[config.mk]
export PLATFORM = sky130hd
export DESIGN_NAME = fetch_queue
export DESIGN_NICKNAME = d
export VERILOG_FILES = /design/src/rtl/fetch_queue.sv
export SDC_FILE = /design/constraint.sdc
export NUM_CORES = 1
export LEC_CHECK = 0
export CORE_MARGIN = 4
export CORE_UTILIZATION = 58
export CTS_BUF_LIST = sky130_fd_sc_hd__clkbuf_4
export DETAILED_ROUTE_END_ITERATION = 16
export GPL_TIMING_DRIVEN = 0
export HOLD_SLACK_MARGIN = 0.15
export PLACE_DENSITY = 0.93
export SLEW_MARGIN = 20
export SYNTH_ARGS = -nofsm -noshare
export SYNTH_HDL_FRONTEND = slang
export SYNTH_SLANG_ARGS = --single-unit
export TNS_END_PERCENT = 20
[constraint.sdc]
create_clock -name clk -period 6.7 [get_ports clk]
set_input_delay 1.34 -clock clk [delete_from_list [all_inputs] [get_ports clk]]
set_output_delay 1.34 -clock clk [all_outputs]
set_load 0.02 [all_outputs]
[src/rtl/fetch_queue.sv]
// Fetch stage: owns the fetch PC, issues one imem read per cycle under a credit
// limit, and buffers returned instructions with their next-PC for decode.
module fetch_queue #(
  parameter int          AW       = 16,
  parameter int          IW       = 16,
  parameter int          DEPTH    = 4,
  parameter int unsigned RESET_PC = 0,
  parameter int unsigned PC_INC   = 1,
  localparam int         CW       = $clog2(DEPTH + 1),
  localparam int         PW       = $clog2(DEPTH)
) (
  input  logic          clk,
  input  logic          rst,
  output logic          imem_req,
  output logic [AW-1:0] imem_addr,
  input  logic [IW-1:0] imem_data,
  input  logic          redirect,
  input  logic [AW-1:0] redirect_pc,
  input  logic          halt,
  output logic          out_valid,
  input  logic          out_ready,
  output logic [IW-1:0] out_instr,
  output logic [AW-1:0] out_next_pc,
  output logic [CW-1:0] count
);

  logic [AW-1:0] r_fpc;
  logic          r_inflight;
  logic [AW-1:0] r_tag;
  logic [PW-1:0] r_wp, r_rp;
  logic [CW-1:0] r_count;
  logic [IW-1:0] r_instr [DEPTH];
  logic [AW-1:0] r_npc   [DEPTH];

  logic          w_run, w_credit, w_push, w_pop;
  logic [AW-1:0] w_fpc_inc;

  always_comb begin
    w_run     = !rst && !halt && !redirect;
    // In-flight response already owns a slot, so it counts against credit.
    w_credit  = ({1'b0, r_count} + (CW+1)'(r_inflight)) < (CW+1)'(DEPTH);
    w_fpc_inc = r_fpc + AW'(PC_INC);
    imem_req  = w_run && w_credit;
    out_valid = w_run && (r_count != '0);
    w_push    = w_run && r_inflight;
    w_pop     = out_valid && out_ready;
  end

  assign imem_addr   = r_fpc;
  assign out_instr   = r_instr[r_rp];
  assign out_next_pc = r_npc[r_rp];
  assign count       = r_count;

  always_ff @(posedge clk) begin
    if (rst) begin
      r_fpc      <= AW'(RESET_PC);
      r_inflight <= 1'b0;
      r_tag      <= '0;
      r_wp       <= '0;
      r_rp       <= '0;
      r_count    <= '0;
    end else if (halt || redirect) begin
      r_fpc      <= halt ? AW'(RESET_PC) : redirect_pc;
      r_inflight <= 1'b0;
      r_wp       <= '0;
      r_rp       <= '0;
      r_count    <= '0;
    end else begin
      if (imem_req) r_fpc <= w_fpc_inc;
      r_inflight <= imem_req;
      r_tag      <= w_fpc_inc;
      if (w_push) r_wp <= r_wp + PW'(1);
      if (w_pop)  r_rp <= r_rp + PW'(1);
      case ({w_push, w_pop})
        2'b10:   r_count <= r_count + CW'(1);
        2'b01:   r_count <= r_count - CW'(1);
        default: r_count <= r_count;
      endcase
    end
  end

  // Payload storage needs no reset: entries are only read while counted valid.
  always_ff @(posedge clk) begin
    if (w_push) begin
      r_instr[r_wp] <= imem_data;
      r_npc[r_wp]   <= r_tag;
    end
  end

endmodule
==> reports/qor.yml, run 1 <==
die_y_um: 116
antenna_found_initial: 0
path_cells: "clkdlybuf4s50_1, clkbuf_1, nor3_1, and2_1, clkdlybuf4s50_1"
slowest_delay_ps: 740
dp_hpwl_mm: 9.91
layout_commonest_cell: "edfxtp_1"
use_met1: 0.283
drc: 0
hold_buffers: 0
synth_area_um2: 6820
crit_path_max_fanout: 10
cp_slowest_cell: "nor3_1"
reg2reg_depth: 8
wire_per_inst_um: 20.0
sw_frac_of_total: 0.213
hold_violations: 0
status: "finished clean"
cts_tree: "done"
synthCells: 432
use_met3: 0.0461
fin_tns_setup_ps: 0
timing.fmax_ghz: 0.204
path_depth: 5
critPathRequiredTime_ps: 5360
synth_edf_count: 128
slew_violations: 0
synth_nets: 476
std_cell_rows: 39
rsz0062_at_grt: "no"
final_nets: 588
grt_busiest_layer: "met2"
grt_pass1_vias: 4271
final.setup_skew_ps: 14.7
drtAntennaViolNets: 0
whs_ps: 514
yosysUniqueCellTypes: 47
p_comb_frac: 0.046
via_per_inst: 5.86
critPathArrivalTime_ps: 3570
drtPass1Iterations: 5
r2r_slack_ps: 4500
cts.path.max_buffers: 2
period_needed_ps: 4910
start_util: 0.595
endpoint_kind: "primary output"
grt_use_total: 0.218
ys_ff_latch: 170
yosysWarnings: 0
crit_family: "buffers and inverters"
fp.dieW_um: 116
irDropWorstVdd_v: 0.000133
place_congestion: 0.891
cts_max_level: 4
drv_cap: 0
critPathMostFrequentCell: "clkdlybuf4s50_1"
worst_slew_pin_slew_ps: 849
cts.sinks: 170
root_buffer: "clkbuf_4"
grt_use_met2: 0.376
grt-ovfl-total: 0
crit_path_start_kind: "input port"
p_leak_nw: 2.55
insertion_delay_ps: 520
crit_type: "in2out"
p_seq_frac: 0.648
hold_class: "reg2reg"
antenna_cells: 0
syn_avg_cell_area_um2: 15.8
powerDensity_nw_per_um2: 215
critPathBufInv: 3
core-area_um2: 11500
post_cts_resized: 0
grt_start_max_net_pins: 23
syn_to_final_growth_pct: 20.9
first_iter_violations: 347
drt-total-wl_mm: 14.0
slew_headroom: 0.430
pin_count: 90
cts_buffers: 17
fp.dieArea_um2: 13600
portBuffers: 89
synthArstFlopShare: 0
yosysSeqAreaShare: 0.686
grt_pass1_wl_mm: 22.1
p_int_mw: 1.40
drive_above_1_share: 0.153
synth_flop_cell: "edfxtp_1"
num_vias: 4094
switchingPower_mw: 0.378
layout_common_cells: "edfxtp_1, clkdlybuf4s50_1, dfxtp_1"
hold-path-cell-count: 0
fin_crit_sh: 0.732
clk_pin_slew_ps: 110
report.final.setup_viol: 0
pwr-share-clk: 0.306
post_cts.repair.setup_buffers: 0
## power by group through the flow
stage	logic, mW	clock network [mW]	registers [mW]
2_1_floorplan	0.0335	0	1.17
3_3_place_gp	0.0778	0	1.17
3_5_place_dp	0.0809	0	1.17
4_1_cts	0.0817	0.557	1.15
5_1_grt	0.0887	0.603	1.15
6_report	0.0816	0.545	1.15
## routing by layer
layer	vias up	part of all wire
li1	1908	-
met4	0	0.0097
met5	-	0
met3	14	0.062
met1	2022	0.42
met2	150	0.51
## area by class of cell
| type | count | area (um2) |
|---|---|---|
| timing repair buffer | 93 | 978 |
| sequential | 170 | 4680 |
| inverter | 10 | 37.5 |
| tap | 143 | 179 |
| fill | 712 | 3220 |
| buffer | 25 | 104 |
| multi-input combinational | 227 | 2000 |
| clock buffer | 18 | 135 |
| clock inverter | 13 | 130 |
## logic make-up after synthesis
| logic type | share of synthesized area |
|---|---|
| DFF | 0.686 |
| muxes | 0.116 |
| AOI/OAI and AO/OA | 0.0634 |
| buffers and inverters | 0.0207 |
| and+or+nand+nor | 0.0726 |
| adders and majority gates | 0.0139 |
| xor gates and xnor gates | 0.0270 |
## Yosys cell counts (2+ instances only)
cell type / number / area (um2)
mux4_2: 32 / 721
a21oi_1: 18 / 90.1
dfxtp_1: 42 / 841
buf_1: 3 / 11.3
nand2_1: 25 / 93.8
ha_1: 6 / 75.1
nand4_1: 6 / 37.5
edfxtp_1: 128 / 3840
buf_2: 7 / 35.0
clkbuf_1: 14 / 52.6
nor4_2: 3 / 37.5
a31oi_1: 2 / 12.5
nor2_1: 28 / 105
nor4_1: 2 / 12.5
mux2i_1: 7 / 70.1
nor3_1: 4 / 20.0
xor2_1: 8 / 70.1
xnor2_1: 13 / 114
a211oi_1: 15 / 113
o211ai_1: 6 / 45.0
nand3_1: 6 / 30.0
or3_1: 8 / 50.1
o21ai_0: 12 / 60.1
and3_1: 5 / 31.3
inv_1: 10 / 37.5
## worst paths after layout
check / start / endpoint
setup / recovery: halt / out_valid
hold / removal: r_tag[7]$_SDFFE_PP0P_ / r_npc[3][7]$_DFFE_PP_
hold reg to reg: r_tag[7]$_SDFFE_PP0P_ / r_npc[3][7]$_DFFE_PP_
setup reg to reg: count[0]$_SDFFE_PP0P_ / count[2]$_SDFFE_PP0P_
## worst reg2reg max path, stage by stage (launching register included)
cell,delay [ps]
dfxtp_1,450
or3_1,180
and3_1,210
ha_1,220
inv_1,70
fa_1,370
xor2_1,160
or3_1,310
a21oi_1,160
## flip-flops by register name, indices dropped and copies added, names as in the netlist, named ones only
| register | flops |
|---|---|
| count | 3 |
| imem_addr | 16 |
| r_inflight | 1 |
| r_instr | 64 |
| r_npc | 64 |
| r_rp | 2 |
| r_tag | 16 |
| r_wp | 2 |
## stage by stage
stage / power, mW / instances / worst slack (ps) / instance area (um2) / utilization
after floorplan: 1.21 / 432 / 3090 / 6820 / -
after global placement: 1.25 / 664 / 1800 / 7890 / 0.688
after detailed placement: 1.26 / 668 / 1760 / 7990 / 0.696
after CTS: 1.79 / 699 / 1750 / 8250 / 0.720
after global routing: 1.85 / 699 / 1580 / 8250 / 0.720
final: 1.78 / 699 / 1790 / 8250 / 0.720
(Power assumes the default switching activity.)
==> run 2, diff against run 1 <==
Settings changed: CORE_UTILIZATION 58 to 57, PLACE_DENSITY 0.93 to 0.92.
Clock period 6.7 ns to 4.86 ns, I/O delays scaled along.
==> run 2 against run 1 <==
Net effect:
- setup slack got worse by 1100 ps
- clock power increased by 52%
- count of clock-buffer cells in the layout is 1 lower
- cell area is 0.70% higher
- power up 42%
- critical endpoint unchanged
==> reports/qor.yml, run 2 (synthesis gave the netlist of run 1 again) <==
syn_to_final_growth_pct: 21.8  # was 20.9%
pin_count: 90  # unchanged
std_cell_rows: 39  # unchanged
drtAntennaViolNets: 0  # unchanged
final_nets: 588  # unchanged
start_util: 0.590  # was 0.595
clk_pin_slew_ps: 130  # was 110 ps
dp_hpwl_mm: 9.68  # was 9.91 mm
drtPass1Iterations: 7  # was 5
root_buffer: "clkbuf_4"  # unchanged
report.final.setup_viol: 0  # unchanged
fin_area_um2: 8310  # was 8250 um2
slowest_delay_ps: 760  # was 740 ps
rsz0062_at_grt: "no"  # unchanged
cts_max_level: 4  # unchanged
fin_util: 0.718  # was 0.720
irDropWorstVdd_v: 0.000157  # was 0.000133 V
grt_pass1_vias: 4292  # was 4,271
hold_violations: 0  # unchanged
insertion_delay_ps: 530  # was 520 ps
final.setup_skew_ps: 19.9  # was 14.7 ps
drv_cap: 0  # unchanged
layout_common_cells: "edfxtp_1, clkdlybuf4s50_1, dfxtp_1"  # unchanged
sw_frac_of_total: 0.216  # was 0.213
switchingPower_mw: 0.548  # was 0.378 mW
layout_commonest_cell: "edfxtp_1"  # unchanged
crit_path_max_fanout: 10  # unchanged
path_cells: "clkdlybuf4s50_1, clkbuf_1, nor3_1, and2_1, clkdlybuf4s50_1"  # unchanged
drt-total-wl_mm: 13.6  # was 14.0 mm
cp_slowest_cell: "nor3_1"  # unchanged
worst_slew_pin_slew_ps: 869  # was 849 ps
p_seq_frac: 0.627  # was 0.648
num_vias: 4138  # was 4,094
wire_per_inst_um: 19.5  # was 20.0 um
portBuffers: 89  # unchanged
crit_path_start_kind: "input port"  # unchanged
critPathBufInv: 3  # unchanged
status: "finished clean"  # unchanged
grt_start_max_net_pins: 18  # was 23
period_needed_ps: 4200
power_mw: 2.53  # was 1.78 mW
antenna_found_initial: 0  # unchanged
fin_tns_setup_ps: 0  # unchanged
slew_violations: 0  # unchanged
crit_type: "in2out"  # unchanged
p_leak_nw: 2.57  # was 2.55 nW
fin_crit_sh: 0.865
critPathRequiredTime_ps: 3890  # was 5360 ps
antenna_cells: 0  # unchanged
cts_tree: "done"  # unchanged
cts_buffers: 17  # unchanged
timing.fmax_ghz: 0.238
first_iter_violations: 337  # was 347
grt-ovfl-total: 0  # unchanged
cts.path.max_buffers: 2  # unchanged
die_y_um: 117  # was 116 um
grt_use_total: 0.205  # was 0.218
hold_class: "reg2reg"  # unchanged
slew_headroom: 0.416  # was 0.430
crit_family: "buffers and inverters"  # unchanged
grt_pass1_wl_mm: 22.4  # was 22.1 mm
pwr-share-clk: 0.328  # was 0.306
via_per_inst: 5.91  # was 5.86
p_comb_frac: 0.044  # was 0.046
p_int_mw: 1.98  # was 1.40 mW
cts.sinks: 170  # unchanged
powerDensity_nw_per_um2: 305  # was 215 nW/um2
hold_buffers: 0  # unchanged
place_congestion: 0.863  # was 0.891
drive_above_1_share: 0.158  # was 0.153
fp.dieArea_um2: 13800  # was 13,600 um2
whs_ps: 524  # was 514 ps
drc: 0  # unchanged
place_area_um2: 8010  # was 7990 um2
critPathMostFrequentCell: "clkdlybuf4s50_1"  # unchanged
top_regs: "r_instr x64, r_npc x64"  # unchanged
fillCellCount: 727  # was 712
post_cts_resized: 0  # unchanged
critPathArrivalTime_ps: 3230  # was 3570 ps
core-area_um2: 11600  # was 11,500 um2
fp.dieW_um: 117  # was 116 um
post_cts.repair.setup_buffers: 0  # unchanged
endpoint_kind: "primary output"  # unchanged
run 2: cell count changes in the layout (fill, tap and decap cells not counted), moves of 2 or more:
cell	change
buf_12	-3
buf_16	+3
clkinv_1	-2
clkinv_4	-3
clkinvlp_4	+2
inv_6	+3
run 2: stage by stage:
step	instances	setup slack, ps
6_report	700	658
5_1_grt	700	487
4_1_cts	700	655
3_5_place_dp	668	661
3_3_place_gp	664	658
2_1_floorplan	432	1770
run 2: routing by layer:
metal  up-vias  global-route usage  routed length (um)  part of all wire
met5         -                   0                   0                 0
met4         0              0.0491                 121            0.0089
met3        14              0.0563                 888             0.065
met2       175               0.343                6780              0.50
met1      2039               0.270                5840              0.43
li1       1910                   -                   -                 -
run 2: area by class of cell:
type                    instances  area, um2  area share
plain buffers                  25        104      0.0125
clock buffers                  17        128      0.0154
clock inverters                15        173      0.0208
inverters                      10       37.5     0.00452
multi-input cells             227       2000       0.241
flip-flops and latches        170       4680       0.564
well taps                     143        179      0.0215
repair buffers                 93       1000       0.120
run 2: power by group through the flow:
stage | clock network (mW) | registers (mW) | logic [mW]
after global placement | 0 | 1.62 | 0.107
after CTS | 0.841 | 1.59 | 0.113
after floorplan | 0 | 1.62 | 0.0462
after global routing | 0.902 | 1.59 | 0.122
after detailed placement | 0 | 1.62 | 0.112
final | 0.831 | 1.59 | 0.112
run 2: worst paths after layout:
| kind | start | to | slack [ps] | depth (start not counted) |
|---|---|---|---|---|
| max | halt | out_valid | 660 | 5 |
| min | r_tag[7]$_SDFFE_PP0P_ | r_npc[3][7]$_DFFE_PP_ | 520 | 0 |
| max reg2reg | imem_addr[0]$_SDFFE_PP0P_ | r_tag[14]$_SDFFE_PP0P_ | 2660 | 5 |
| min reg2reg | r_tag[7]$_SDFFE_PP0P_ | r_npc[3][7]$_DFFE_PP_ | 520 | 0 |
==> run 3, diff against run 2 <==
Clock period 4.86 ns to 4.4 ns, I/O delays scaled along.
==> results of run 3 <==
Same layout as run 2 (identical final DEF). Status: finished clean.
Main changes from that run: setup slack after placement 661 ps -> 385 ps; setup slack after layout 658 ps -> 382 ps; register-to-register setup slack 2660 ps -> 2200 ps; total power 2.53 mW -> 2.79 mW; worst IR drop on VDD 0.000157 V -> 0.000174 V
